$ cat config.mk
export PLATFORM = sky130hd
export DESIGN_NAME = load_store_unit_flat
export DESIGN_NICKNAME = d
export VERILOG_FILES = /design/src/rtl/riscv_pkg.sv /design/src/rtl/load_store_unit_if.sv /design/src/rtl/lsu_align.sv /design/src/rtl/load_store_unit.sv /design/src/flat_wrapper.sv
export SDC_FILE = /design/constraint.sdc
export NUM_CORES = 1
export LEC_CHECK = 0
export CAP_MARGIN = 20
export CORE_ASPECT_RATIO = 1.2
export CORE_MARGIN = 3
export CORE_UTILIZATION = 41
export CTS_BUF_LIST = sky130_fd_sc_hd__clkbuf_4
export CTS_CLUSTER_DIAMETER = 200
export DETAILED_ROUTE_END_ITERATION = 6
export GPL_TIMING_DRIVEN = 1
export PLACE_DENSITY = 0.84
export SLEW_MARGIN = 40
export SYNTH_ARGS = -nofsm -noshare
export SYNTH_HDL_FRONTEND = slang
export SYNTH_HIERARCHICAL = 1
export SYNTH_SLANG_ARGS = --single-unit
$ cat constraint.sdc
create_clock -name clk -period 2.9 [get_ports clk]
set_input_delay 0.58 -clock clk [delete_from_list [all_inputs] [get_ports clk]]
set_output_delay 0.58 -clock clk [all_outputs]
set_load 0.02 [all_outputs]
$ cat src/rtl/riscv_pkg.sv
// Shared RV32I load/store definitions used by the memory-stage load/store unit.
// Access sizes, funct3 encodings, FSM states and the captured request record.
package riscv_pkg;

    typedef enum logic [1:0] {
        BYTE,
        HALF,
        WORD
    } mem_size_t;

    localparam logic [2:0] F3_B  = 3'b000;
    localparam logic [2:0] F3_H  = 3'b001;
    localparam logic [2:0] F3_W  = 3'b010;
    localparam logic [2:0] F3_BU = 3'b100;
    localparam logic [2:0] F3_HU = 3'b101;

    typedef enum logic [1:0] {
        IDLE,
        REQ,
        WAIT,
        DONE
    } lsu_state_t;

    typedef struct packed {
        logic        we;
        logic        is_load;
        mem_size_t   size;
        logic        is_unsigned;
        logic [1:0]  offset;
        logic [31:0] addr;
        logic [3:0]  be;
        logic [31:0] wdata;
    } lsu_req_t;

    // Reserved encodings fall through to a word access.
    function automatic mem_size_t decode_size(input logic [2:0] f3);
        case (f3)
            F3_B, F3_BU: decode_size = BYTE;
            F3_H, F3_HU: decode_size = HALF;
            default:     decode_size = WORD;
        endcase
    endfunction

endpackage

$ cat src/rtl/load_store_unit_if.sv
// Data-memory request/grant/response bus between the load/store unit and data memory.
interface load_store_unit_if;

    logic        req;
    logic        we;
    logic [31:0] addr;
    logic [3:0]  be;
    logic [31:0] wdata;
    logic        gnt;
    logic        rvalid;
    logic [31:0] rdata;

    modport master (
        output req, we, addr, be, wdata,
        input  gnt, rvalid, rdata
    );

    modport slave (
        input  req, we, addr, be, wdata,
        output gnt, rvalid, rdata
    );

endinterface

$ cat src/rtl/lsu_align.sv
// Combinational lane logic: store byte enables/replication and load lane select/extension.
module lsu_align
    import riscv_pkg::*;
(
    input  mem_size_t   size,
    input  logic        is_unsigned,
    input  logic [1:0]  offset,
    input  logic [31:0] store_data,
    output logic [3:0]  be,
    output logic [31:0] wdata,
    input  logic [31:0] rdata,
    output logic [31:0] load_value
);

    logic [7:0]  byte_lane;
    logic [15:0] half_lane;

    always_comb begin
        be    = 4'b1111;
        wdata = store_data;
        case (size)
            BYTE: begin
                be    = 4'b0001 << offset;
                wdata = {4{store_data[7:0]}};
            end
            HALF: begin
                be    = offset[1] ? 4'b1100 : 4'b0011;
                wdata = {2{store_data[15:0]}};
            end
            default: begin
                be    = 4'b1111;
                wdata = store_data;
            end
        endcase
    end

    // Half accesses ignore offset[0], so the upper half is chosen by offset[1] alone.
    always_comb begin
        byte_lane  = rdata[{offset, 3'b000} +: 8];
        half_lane  = offset[1] ? rdata[31:16] : rdata[15:0];
        load_value = rdata;
        case (size)
            BYTE:    load_value = is_unsigned ? {24'b0, byte_lane} : {{24{byte_lane[7]}}, byte_lane};
            HALF:    load_value = is_unsigned ? {16'b0, half_lane} : {{16{half_lane[15]}}, half_lane};
            default: load_value = rdata;
        endcase
    end

endmodule

$ cat src/rtl/load_store_unit.sv
// RV32I memory stage: FSM driving the data-memory handshake, request capture and load result.
// Optional macro LSU_MISALIGN_TRAP_EN traps misaligned H/W accesses instead of aligning them.
module load_store_unit
    import riscv_pkg::*;
(
    input  logic               clk,
    input  logic               rst,
    input  logic               valid_in,
    input  logic               load_en,
    input  logic               store_en,
    input  logic [2:0]         funct3,
    input  logic [31:0]        addr,
    input  logic [31:0]        store_data,
    input  logic [4:0]         rd_addr_in,
    input  logic [31:0]        rd_in,
    input  logic               writeback_en_in,
    output logic               valid_out,
    output logic [4:0]         rd_addr_out,
    output logic [31:0]        rd_out,
    output logic               writeback_en_out,
    output logic               stall,
    output logic               misalign_exc,
    load_store_unit_if.master  dmem
);

    lsu_state_t  state, state_next;
    lsu_req_t    req_q, req_live;
    logic [31:0] load_data_q;
    logic        is_mem;
    logic        misaligned;
    logic        rd_write_ok;
    mem_size_t   size_live;

    mem_size_t   align_size;
    logic        align_unsigned;
    logic [1:0]  align_offset;
    logic [3:0]  align_be;
    logic [31:0] align_wdata;
    logic [31:0] align_load;

    logic        mem_req;
    logic        mem_we;
    logic [31:0] mem_addr;
    logic [3:0]  mem_be;
    logic [31:0] mem_wdata;

    assign is_mem      = valid_in && (load_en || store_en);
    assign size_live   = decode_size(funct3);
    assign rd_write_ok = writeback_en_in && (rd_addr_in != 5'd0);

`ifdef LSU_MISALIGN_TRAP_EN
    assign misaligned = is_mem &&
                        (((size_live == HALF) && addr[0]) ||
                         ((size_live == WORD) && (addr[1:0] != 2'b00)));
`else
    assign misaligned = 1'b0;
`endif

    // In IDLE the aligner shapes the live store; afterwards it extends the registered load lane.
    assign align_size     = (state == IDLE) ? size_live : req_q.size;
    assign align_unsigned = (state == IDLE) ? (funct3[2] && (size_live != WORD)) : req_q.is_unsigned;
    assign align_offset   = (state == IDLE) ? addr[1:0] : req_q.offset;

    lsu_align u_align (
        .size        (align_size),
        .is_unsigned (align_unsigned),
        .offset      (align_offset),
        .store_data  (store_data),
        .be          (align_be),
        .wdata       (align_wdata),
        .rdata       (dmem.rdata),
        .load_value  (align_load)
    );

    always_comb begin
        req_live.we          = !load_en;
        req_live.is_load     = load_en;
        req_live.size        = size_live;
        req_live.is_unsigned = funct3[2] && (size_live != WORD);
        req_live.offset      = addr[1:0];
        req_live.addr        = {addr[31:2], 2'b00};
        req_live.be          = align_be;
        req_live.wdata       = align_wdata;
    end

    always_ff @(posedge clk) begin
        if (rst) begin
            state       <= IDLE;
            req_q       <= '0;
            load_data_q <= '0;
        end else begin
            state <= state_next;
            if ((state == IDLE) && is_mem && !misaligned) begin
                req_q <= req_live;
            end
            if ((state == WAIT) && dmem.rvalid) begin
                load_data_q <= align_load;
            end
        end
    end

    always_comb begin
        state_next       = state;
        stall            = 1'b0;
        valid_out        = 1'b0;
        rd_addr_out      = '0;
        rd_out           = '0;
        writeback_en_out = 1'b0;
        misalign_exc     = 1'b0;
        mem_req          = 1'b0;
        mem_we           = 1'b0;
        mem_addr         = '0;
        mem_be           = '0;
        mem_wdata        = '0;
        case (state)
            IDLE: begin
                if (misaligned) begin
                    misalign_exc = 1'b1;
                    valid_out    = 1'b1;
                    rd_addr_out  = rd_addr_in;
                    rd_out       = rd_in;
                end else if (is_mem) begin
                    stall     = 1'b1;
                    mem_req   = 1'b1;
                    mem_we    = req_live.we;
                    mem_addr  = req_live.addr;
                    mem_be    = req_live.be;
                    mem_wdata = req_live.wdata;
                    if (dmem.gnt) begin
                        state_next = req_live.is_load ? WAIT : DONE;
                    end else begin
                        state_next = REQ;
                    end
                end else begin
                    valid_out        = valid_in;
                    rd_addr_out      = rd_addr_in;
                    rd_out           = rd_in;
                    writeback_en_out = valid_in && rd_write_ok;
                end
            end
            REQ: begin
                stall     = 1'b1;
                mem_req   = 1'b1;
                mem_we    = req_q.we;
                mem_addr  = req_q.addr;
                mem_be    = req_q.be;
                mem_wdata = req_q.wdata;
                if (dmem.gnt) begin
                    state_next = req_q.is_load ? WAIT : DONE;
                end
            end
            WAIT: begin
                stall = 1'b1;
                if (dmem.rvalid) begin
                    state_next = DONE;
                end
            end
            DONE: begin
                valid_out        = 1'b1;
                rd_addr_out      = rd_addr_in;
                rd_out           = req_q.is_load ? load_data_q : rd_in;
                writeback_en_out = req_q.is_load && rd_write_ok;
                state_next       = IDLE;
            end
            default: state_next = IDLE;
        endcase
    end

    assign dmem.req   = mem_req;
    assign dmem.we    = mem_we;
    assign dmem.addr  = mem_addr;
    assign dmem.be    = mem_be;
    assign dmem.wdata = mem_wdata;

endmodule

$ cat src/flat_wrapper.sv
// flat-port wrapper written by rule: the top's interface ports become plain ports
module load_store_unit_flat import riscv_pkg::*;
  (clk, rst, valid_in, load_en, store_en, funct3, addr, store_data, rd_addr_in, rd_in, writeback_en_in, valid_out, rd_addr_out, rd_out, writeback_en_out, stall, misalign_exc, dmem_req, dmem_we, dmem_addr, dmem_be, dmem_wdata, dmem_gnt, dmem_rvalid, dmem_rdata);
  load_store_unit_if dmem_i ();
  input  logic clk;
  input  logic rst;
  input  logic valid_in;
  input  logic load_en;
  input  logic store_en;
  input  logic [2:0] funct3;
  input  logic [31:0] addr;
  input  logic [31:0] store_data;
  input  logic [4:0] rd_addr_in;
  input  logic [31:0] rd_in;
  input  logic writeback_en_in;
  output logic valid_out;
  output logic [4:0] rd_addr_out;
  output logic [31:0] rd_out;
  output logic writeback_en_out;
  output logic stall;
  output logic misalign_exc;
  output wire logic [$bits(dmem_i.req)-1:0] dmem_req;
  output wire logic [$bits(dmem_i.we)-1:0] dmem_we;
  output wire logic [$bits(dmem_i.addr)-1:0] dmem_addr;
  output wire logic [$bits(dmem_i.be)-1:0] dmem_be;
  output wire logic [$bits(dmem_i.wdata)-1:0] dmem_wdata;
  input wire logic [$bits(dmem_i.gnt)-1:0] dmem_gnt;
  input wire logic [$bits(dmem_i.rvalid)-1:0] dmem_rvalid;
  input wire logic [$bits(dmem_i.rdata)-1:0] dmem_rdata;
  assign dmem_req = dmem_i.req;
  assign dmem_we = dmem_i.we;
  assign dmem_addr = dmem_i.addr;
  assign dmem_be = dmem_i.be;
  assign dmem_wdata = dmem_i.wdata;
  assign dmem_i.gnt = dmem_gnt;
  assign dmem_i.rvalid = dmem_rvalid;
  assign dmem_i.rdata = dmem_rdata;
  load_store_unit u_core (.clk(clk), .rst(rst), .valid_in(valid_in), .load_en(load_en), .store_en(store_en), .funct3(funct3), .addr(addr), .store_data(store_data), .rd_addr_in(rd_addr_in), .rd_in(rd_in), .writeback_en_in(writeback_en_in), .valid_out(valid_out), .rd_addr_out(rd_addr_out), .rd_out(rd_out), .writeback_en_out(writeback_en_out), .stall(stall), .misalign_exc(misalign_exc), .dmem(dmem_i));
endmodule
# Word-level counts from Yosys, hierarchy flattened
# Index checks and enable logic that the tools add are counted.
op_classes:
  n_mux: 38
  shifts: 2
  n_eq_ne: 11
  n_reduce_logical: 17
op_table:
  columns: ["cell", "count"]
  rows:
  - ["one-hot mux 32 bit (2 select lines)", 5]
  - ["2-to-1 mux 32 bit", 6]
  - ["indexed part select 32 x 6 -> 8 bit", 1]
  - ["2-to-1 mux 16 bit", 1]
  - ["one-hot mux 4 bit (2 select lines)", 2]
  - ["2-to-1 mux 2 bit", 6]
  - ["one-hot mux 1 bit (2 select lines)", 5]
  - ["one-hot mux 5 bit (2 select lines)", 1]
  - ["2-to-1 mux 4 bit", 2]
  - ["one-hot mux 2 bit (4 select lines)", 1]
  - ["logical AND 1 bit", 7]
  - ["2-to-1 mux 1 bit", 7]
  - ["== test 3 bit (second input constant)", 2]
  - ["!= test 2 bit (second input constant)", 3]
  - ["OR reduction 2 bit", 3]
  - ["2-to-1 mux 5 bit", 1]
  - ["nonzero test 5 bit", 1]
  - ["== test 2 x 1 -> 1 bit (second input constant)", 2]
  - ["== test 2 bit (second input constant)", 2]
  - ["zero test 2 bit", 2]
  - ["one-hot mux 2 bit (2 select lines)", 1]
  - ["left shift 1 x 2 -> 4 bit (first input constant)", 1]
  - ["== test 3 x 1 -> 1 bit (second input constant)", 1]
  - ["zero test 3 bit", 1]
  - ["4 further kinds", 4]
totals:
  out_inout_bits: 111
  in_bits: 144
  regBits: 107
  word_cells: 78

# Longest topological paths before layout
# Gate-level depths: netlist (run 1).
logic_depth:
  ltp_word: 8
  depth_mapped: 12

# Hierarchy
# Netlist (run 1), hierarchy kept.
by_module_without_submodules:
  columns: ["module", "area_each_um2", "cells_each", "instances"]
  rows:
  - ["load_store_unit", 4917.2, 698, 1]
  - ["lsu_align", 1291.2, 171, 1]

# Worst setup path after synthesis (run 1)
# No wires, ideal clock.
synth_path:
  path_kind: "flip-flop to output port"
  startpoint: "register u_core.state[0]"
  endpoint: "output dmem_wdata[11]"
  t_required_ps: 2320
  setup_slack_ps: 12
  arrival_ps: 2308
  path_stages_with_launch: 13
  n_path_buf: 5
  path_cell_list: "dfxtp_1 inv_1 ha_1 clkbuf_2 buf_2 mux2_2 buf_6 or2_1 buf_2 buf_6 mux2_4 nand2_1 nand2_1"
synth_between:
  elab_chain_len: 6
  elab_cells_between_ends: 8
  cone_classes: "2 x eq/ne; 4 x mux; 2 x reduce/logical"
synth_lines:
  columns: ["element", "line", "source"]
  rows:
  - ["from (decl)", "load_store_unit.sv:26", "lsu_state_t state, state_next;"]
  - ["from (signal assigned)", "load_store_unit.sv:92", "state <= state_next;"]
  - ["zero test 2 bit (*)", "load_store_unit.sv:60", "assign align_size = (state == IDLE) ? size_live : req_q.size;"]
  - ["2-to-1 mux 2 bit (*)", "load_store_unit.sv:60", null]
  - ["via u_core.align_size[0]", "load_store_unit.sv:34", "mem_size_t align_size;"]
  - ["== test 2 x 1 -> 1 bit or zero test 2 bit (tied branches)", "lsu_align.sv:21", "case (size)"]
  - ["one-hot mux 32 bit (2 select lines) (*)", "lsu_align.sv:21", null]
  - ["via u_core.align_wdata[11]", "load_store_unit.sv:38", "logic [31:0] align_wdata;"]
  - ["2-to-1 mux 32 bit (*)", "load_store_unit.sv:122", "end else if (is_mem) begin"]
  - ["one-hot mux 32 bit (2 select lines) (*)", "load_store_unit.sv:115", "case (state)"]
  - ["to (decl)", "flat_wrapper.sv:26", "output wire logic [$bits(dmem_i.wdata)-1:0] dmem_wdata;"]
# The timed path passes the listed nets; every way through them passes the cells marked *.

# Worst setup path after layout (run 1)
layout_path:
  startpoint: "register u_core.state[1]"
  endpoint: "output dmem_wdata[15]"
# The elaborated chain is that of the path after synthesis.

==> results.json, run 1 <==
{
  "slew_violations": 0,
  "seq_power_share_pct": 22.2,
  "start_util_pct": 42.54,
  "root_buffer": "clkbuf_4",
  "use_met2_pct": 45.32,
  "multi_input_area_mm2": 0.003716,
  "final_cell_area_mm2": 0.009258,
  "dpl_cell_area_mm2": 0.009104,
  "grt-ovfl-total": 0,
  "required_ns": 2.32,
  "synth-async-reset-ratio_pct": 0,
  "clkPwrFrac_pct": 9.0,
  "die_h_um": 140.8,
  "drive_gt1_share_pct": 23.73,
  "final-setup-viol-count": 13,
  "p_per_area_mw_per_mm2": 903.4,
  "yosysMostFrequentCell": "nand2_1",
  "synth_edf_count": 0,
  "peakVddDrop_mv": 0.4909,
  "synth_largest_area_cell": "dfxtp_1",
  "cts_buffer_depth": 2,
  "cts-buffers-inserted": 9,
  "path_clk_slew_ns": 0.18,
  "ys.flop_type": "dfxtp_1",
  "power_w": 0.008363,
  "core_mm2": 0.01459,
  "setup_slack_ns": -0.1004,
  "fillers": 1347,
  "grt_pass1_vias": 6894,
  "netSwitchingFraction_pct": 47.20,
  "vias_per_cell": 5.352,
  "fp-row-count": 48,
  "violations": "setup timing",
  "cts.sinks": 107,
  "period_needed_ns": 3.000,
  "yosys-top-cells-area": "dfxtp_1 (35%), nand2_1 (22%), a21oi_1 (8.6%)",
  "wirelength_um": 22460,
  "finalHoldViolCount": 0,
  "hold_buffers": 0,
  "grt.met1_usage_pct": 27.81,
  "postRouteAntennaNets": 0,
  "firstDrtPassIters": 5,
  "p_comb_share_pct": 68.8,
  "htree_num_levels": 3,
  "post_synth.cell_area_avg_um2": 7.144,
  "p_int_w": 0.004416,
  "path_max_fanout": 5,
  "rsz0062_at_grt": "yes",
  "crit_arrival_ns": 2.42,
  "p_leak_nw": 3.993,
  "ys_seq_area_share_pct": 34.50,
  "synthesis.area_mm2": 0.006208,
  "cp-end-kind": "output port",
  "period_share_pct": 103.5,
  "timing.reg2reg.setup_slack_ns": 0.09,
  "syn_to_final_growth_pct": 49.11,
  "top_usage_layer": "met2",
  "skew_ns": 0.01426,
  "hpwlAfterDp_um": 15280,
  "worst_slew_pin_slew_ns": 0.7842,
  "die_area_mm2": 0.01666,
  "gp_congestion": 0.8627,
  "grt_start_max_net_pins": 74,
  "grt_usage_pct": 25.28,
  "final_nets": 1285,
  "stdcell_count": 1343,
  "maxCapViolCount": 0,
  "ys_top_cells_by_count": "nand2_1 (361), a21oi_1 (107), dfxtp_1 (107)",
  "hold_class": "register to register",
  "synth-seq-cells": 107,
  "ys_types": 50,
  "regArea_mm2": 0.002145,
  "placed_cells": 1298,
  "route.detailed.drc": 0,
  "io_pins": 255,
  "synth_top_area_share_pct": 34.50,
  "portBuffers": 251,
  "first_iter_violations": 550,
  "synth_cells": 869,
  "start_kind": "register",
  "cts_tree": "done",
  "via_count": 7188,
  "grt_use_met3_pct": 6.862,
  "slew_headroom_pct": 47.72,
  "worstSetupPathType": "register to output port",
  "tns_ns": -0.6509,
  "wl_per_cell_um": 16.73,
  "grt_pass1_wl_um": 34310,
  "place_worst_setup_slack_ns": -0.4761,
  "timing.fmax_mhz": 333.3,
  "yosysWarningCount": 6,
  "die_w_um": 118.3,
  "status": "complete, but fails checks",
  "clk_latency_ns": 0.49,
  "antenna_found_initial": 1,
  "switchingPower_w": 0.003947
}
-- layout by cell type (no fill, tap or decap), drive strengths merged, types with 5 or more instances in the layout --
cell type,netlist,layout
o221ai,8,8
nor2,14,14
clkbuf,35,41
mux2i,18,18
clkdlybuf4s15,0,8
a221o,7,7
a21oi,107,107
buf,52,151
nor2b,22,22
o22ai,16,16
dfxtp,107,107
a32o,32,32
dlygate4sd2,0,7
a22oi,9,9
clkdlybuf4s50,0,143
inv,10,13
o21ai,10,10
nand2,361,361
nor3b,5,5
mux2,25,25
-- path summary, 6_finish.rpt --
| path | start | end | cells after the start |
|---|---|---|---|
| max | u_core/state[1] | dmem_wdata[15] | 9 |
| min | u_core/req_q[11] | u_core/req_q[11] | 2 |
| min reg2reg | u_core/req_q[11] | u_core/req_q[11] | 2 |
| max reg2reg | u_core/state[0] | u_core/req_q[35] | 19 |
-- layout make-up --
type,count,area share [%]
multi-input cells,668,40.14
repair buffers,341,32.17
diodes,1,0.02703
inverters,10,0.4055
well taps,200,2.703
clock buffers,9,0.7298
flip-flops and latches,107,23.17
clock inverters,7,0.6623
-- state kept, by name, summed over array words and instances (netlist names) --
name and flops:
u_core/load_data_q 32, u_core/state 2, u_core/req_q 73
-- power by group through the flow --
stage	combinational (W)	clock [W]	sequential, W
2_1_floorplan	0.00339	0	0.00184
3_3_place_gp	0.00550	0	0.00186
3_5_place_dp	0.00554	0	0.00188
4_1_cts	0.00567	0.000773	0.00185
5_1_grt	0.00617	0.000833	0.00188
6_report	0.00575	0.000754	0.00185
-- critical path, cell delays in order (launching register included) --
cell and delay, ns:
dfxtp_2 0.37, inv_2 0.05, ha_4 0.17, buf_6 0.11
mux2_4 0.32, or2_4 0.32, mux2_4 0.32, nand2_2 0.08
nand2_2 0.06, buf_6 0.12
-- repair_timing --
action | in CTS | in global routing
endpoints found under the setup margin | 107 | 95
pin swaps | 7 | 8
buffers inserted | 21 | 6
gates cloned | 1 | 2
resized for setup | 302 | 146
-- routing by layer --
layer  vias up  share of wire (%)
met5         -                  0
met4         0                4.1
met3        60                8.9
met2       327                 50
met1      3327                 37
li1       3474                  -
-- cell families after synthesis --
kind of cell | after synthesis | share of synthesized area, %
flops | 107 | 34.50
fa+ha+maj | 4 | 0.8062
other cells | 1 | 0.06040
buf+inv | 97 | 7.940
simple gates | 415 | 27.01
mux | 43 | 7.920
compound gates | 202 | 21.77
-- stage by stage --
stage / util (%) / hold slack [ns]
2_1_floorplan: - / 0.4338
3_3_place_gp: 62.38 / 0.4387
3_5_place_dp: 62.38 / 0.4457
4_1_cts: 64.21 / 0.4671
5_1_grt: 63.43 / 0.4862
6_report: 63.43 / 0.4682
Note: power is estimated with default switching activity, not from simulation.
==> run 2, diff against run 1 <==
- CORE_UTILIZATION: 41 -> 30
- PLACE_DENSITY: 0.84 -> 0.66
==> results.json, run 2 (synthesized netlist as in run 1, its figures left out) <==
{
  "status": "complete, but fails checks",
  "violations": "setup timing",
  "crit_arrival_ns": 2.44,
  "htree_num_levels": 3,
  "period_share_pct": 104.1,
  "final-setup-viol-count": 9,
  "min_from": "u_core/req_q[60]",
  "firstDrtPassIters": 5,
  "grt_pass1_vias": 6538,
  "drive_gt1_share_pct": 18.17,
  "tns_ns": -0.7780,
  "die_area_mm2": 0.02246,
  "timing.fmax_mhz": 331.3,
  "hold_buffers": 0,
  "p_per_area_mw_per_mm2": 879.3,
  "cts-buffers-inserted": 9,
  "via_count": 6977,
  "cts.sinks": 107,
  "fillers": 2129,
  "portBuffers": 251,
  "root_buffer": "clkbuf_4",
  "slew_violations": 0,
  "reg2reg_depth": 11,
  "hpwlAfterDp_um": 16700,
  "regArea_mm2": 0.002145,
  "drt-met1-wl_um": 9188,
  "final_nets": 1288,
  "power_w": 0.008437,
  "die_w_um": 137.3,
  "rsz0062_at_grt": "yes",
  "cpPeakStageDelay_ns": 0.50,
  "grt_pass1_wl_um": 34860,
  "gp_congestion": 0.8662,
  "wirelength_um": 23250,
  "top_layer": "met5",
  "timing.reg2reg.setup_slack_ns": 0.48,
  "worstSetupPathType": "input pin to output port",
  "cp_common_cell": "mux2_4",
  "largest_reg_flops": 73,
  "io_pins": 255,
  "path_max_fanout": 8,
  "vias_per_cell": 4.941,
  "whs_path_depth": 2,
  "reg.largest.list": "u_core/req_q x73, u_core/load_data_q x32, u_core/state x2",
  "cts_buffer_depth": 2,
  "worst_slew_pin_slew_ns": 0.6141,
  "required_ns": 2.32,
  "place_worst_setup_slack_ns": -0.5256,
  "hold_class": "register to register",
  "period_needed_ns": 3.019,
  "route.met3.wl_um": 1884,
  "clk_latency_ns": 0.48,
  "first_iter_violations": 408,
  "cts_tree": "done",
  "wl_per_cell_um": 16.46,
  "multi_input_area_mm2": 0.003725,
  "layout_common_cells": "nand2_1 (340), clkdlybuf4s50_1 (143), a21oi_1 (107), dfxtp_1 (105), buf_4 (81)",
  "slew_headroom_pct": 59.06,
  "stdcell_count": 1412,
  "cp-end-kind": "output port",
  "setup_slack_ns": -0.1186,
  "peakVddDrop_mv": 0.4269,
  "grt-ovfl-total": 0,
  "postRouteAntennaNets": 0,
  "maxCapViolCount": 0,
  "path_clk_slew_ns": 0.17,
  "grt_usage_pct": 19.62,
  "fp-row-count": 57,
  "antenna_found_initial": 2,
  "grt_start_max_net_pins": 74,
  "placed_cells": 1382,
  "skew_ns": 0.02159,
  "whs_ns": 0.4660,
  "p_leak_nw": 4.144,
  "die_h_um": 163.6,
  "core_mm2": 0.02033,
  "crit-reg2reg-launch": "u_core/state[0]",
  "start_kind": "input pin",
  "critPathSlowestCell": "clkdlybuf4s50_1",
  "r2r_end": "u_core/load_data_q[20]",
  "largest_register": "u_core/req_q",
  "syn_to_final_growth_pct": 54.55,
  "min_to": "u_core/req_q[60]",
  "final_common_cell": "nand2_1",
  "start_util_pct": 30.54,
  "dr_wl_met2_um": 11870,
  "finalHoldViolCount": 0,
  "cp_cell_sequence": "clkdlybuf4s50_1 -> nor2b_1 -> mux2_4 -> or2_4 -> buf_12 -> mux2_4 -> nand2_4 -> nand2_2 -> buf_6",
  "route.detailed.drc": 0
}
run 2: stage by stage:
stage | cell area [µm²] | util, %
after floorplan | 6216 | -
after global placement | 9308 | 45.79
after detailed placement | 9308 | 45.79
after CTS | 9356 | 46.03
after global routing | 9593 | 47.20
final | 9595 | 47.21
run 2: cell type report:
| cell class | instances | share of cell area [%] |
|---|---|---|
| antenna | 2 | 0.05216 |
| clock buffer | 9 | 0.7041 |
| clock inverter | 7 | 0.6259 |
| inverter | 10 | 0.3912 |
| multi-input combinational | 667 | 38.82 |
| sequential | 107 | 22.35 |
| tap | 265 | 3.455 |
| timing repair buffer | 345 | 33.60 |
run 2: report_power, final:
group / internal [W] / switching [W] / total, W
combinational: 0.00258 / 0.00326 / 0.00584
clock: 0.000192 / 0.000560 / 0.000751
sequential: 0.00172 / 0.000128 / 0.00185
run 2: repair_timing:
item / CTS / global route
pin swaps: 2 / 9
endpoints found under the setup margin: 107 / 51
resized for setup: 212 / 78
buffers inserted: 1 / 12
run 2: metal layers:
metal / global-route usage (%) / vias up
met2: 34.61 / 205
met1: 23.30 / 3282
met5: 0 / -
met4: 4.900 / 2
li1: - / 3471
met3: 5.514 / 17
run 2: critical path: cells and delay by family:
family / cells / cell delay, ns
buf+inv: 3 / 0.78
mux: 2 / 0.59
simple gates: 4 / 0.48
run 2: worst max-delay path by stage:
stage          slack [ns]            start  cells past startpoint             end
2_1_floorplan        0.01  u_core/state[0]                     12  dmem_wdata[11]
3_3_place_gp        -0.51        funct3[1]                      9   dmem_wdata[9]
3_5_place_dp        -0.53        funct3[1]                      9  dmem_wdata[15]
4_1_cts             -0.17  u_core/state[1]                      9   dmem_wdata[9]
5_1_grt             -0.20  u_core/state[0]                      9  dmem_wdata[14]
6_report            -0.12        funct3[1]                      9   dmem_wdata[9]
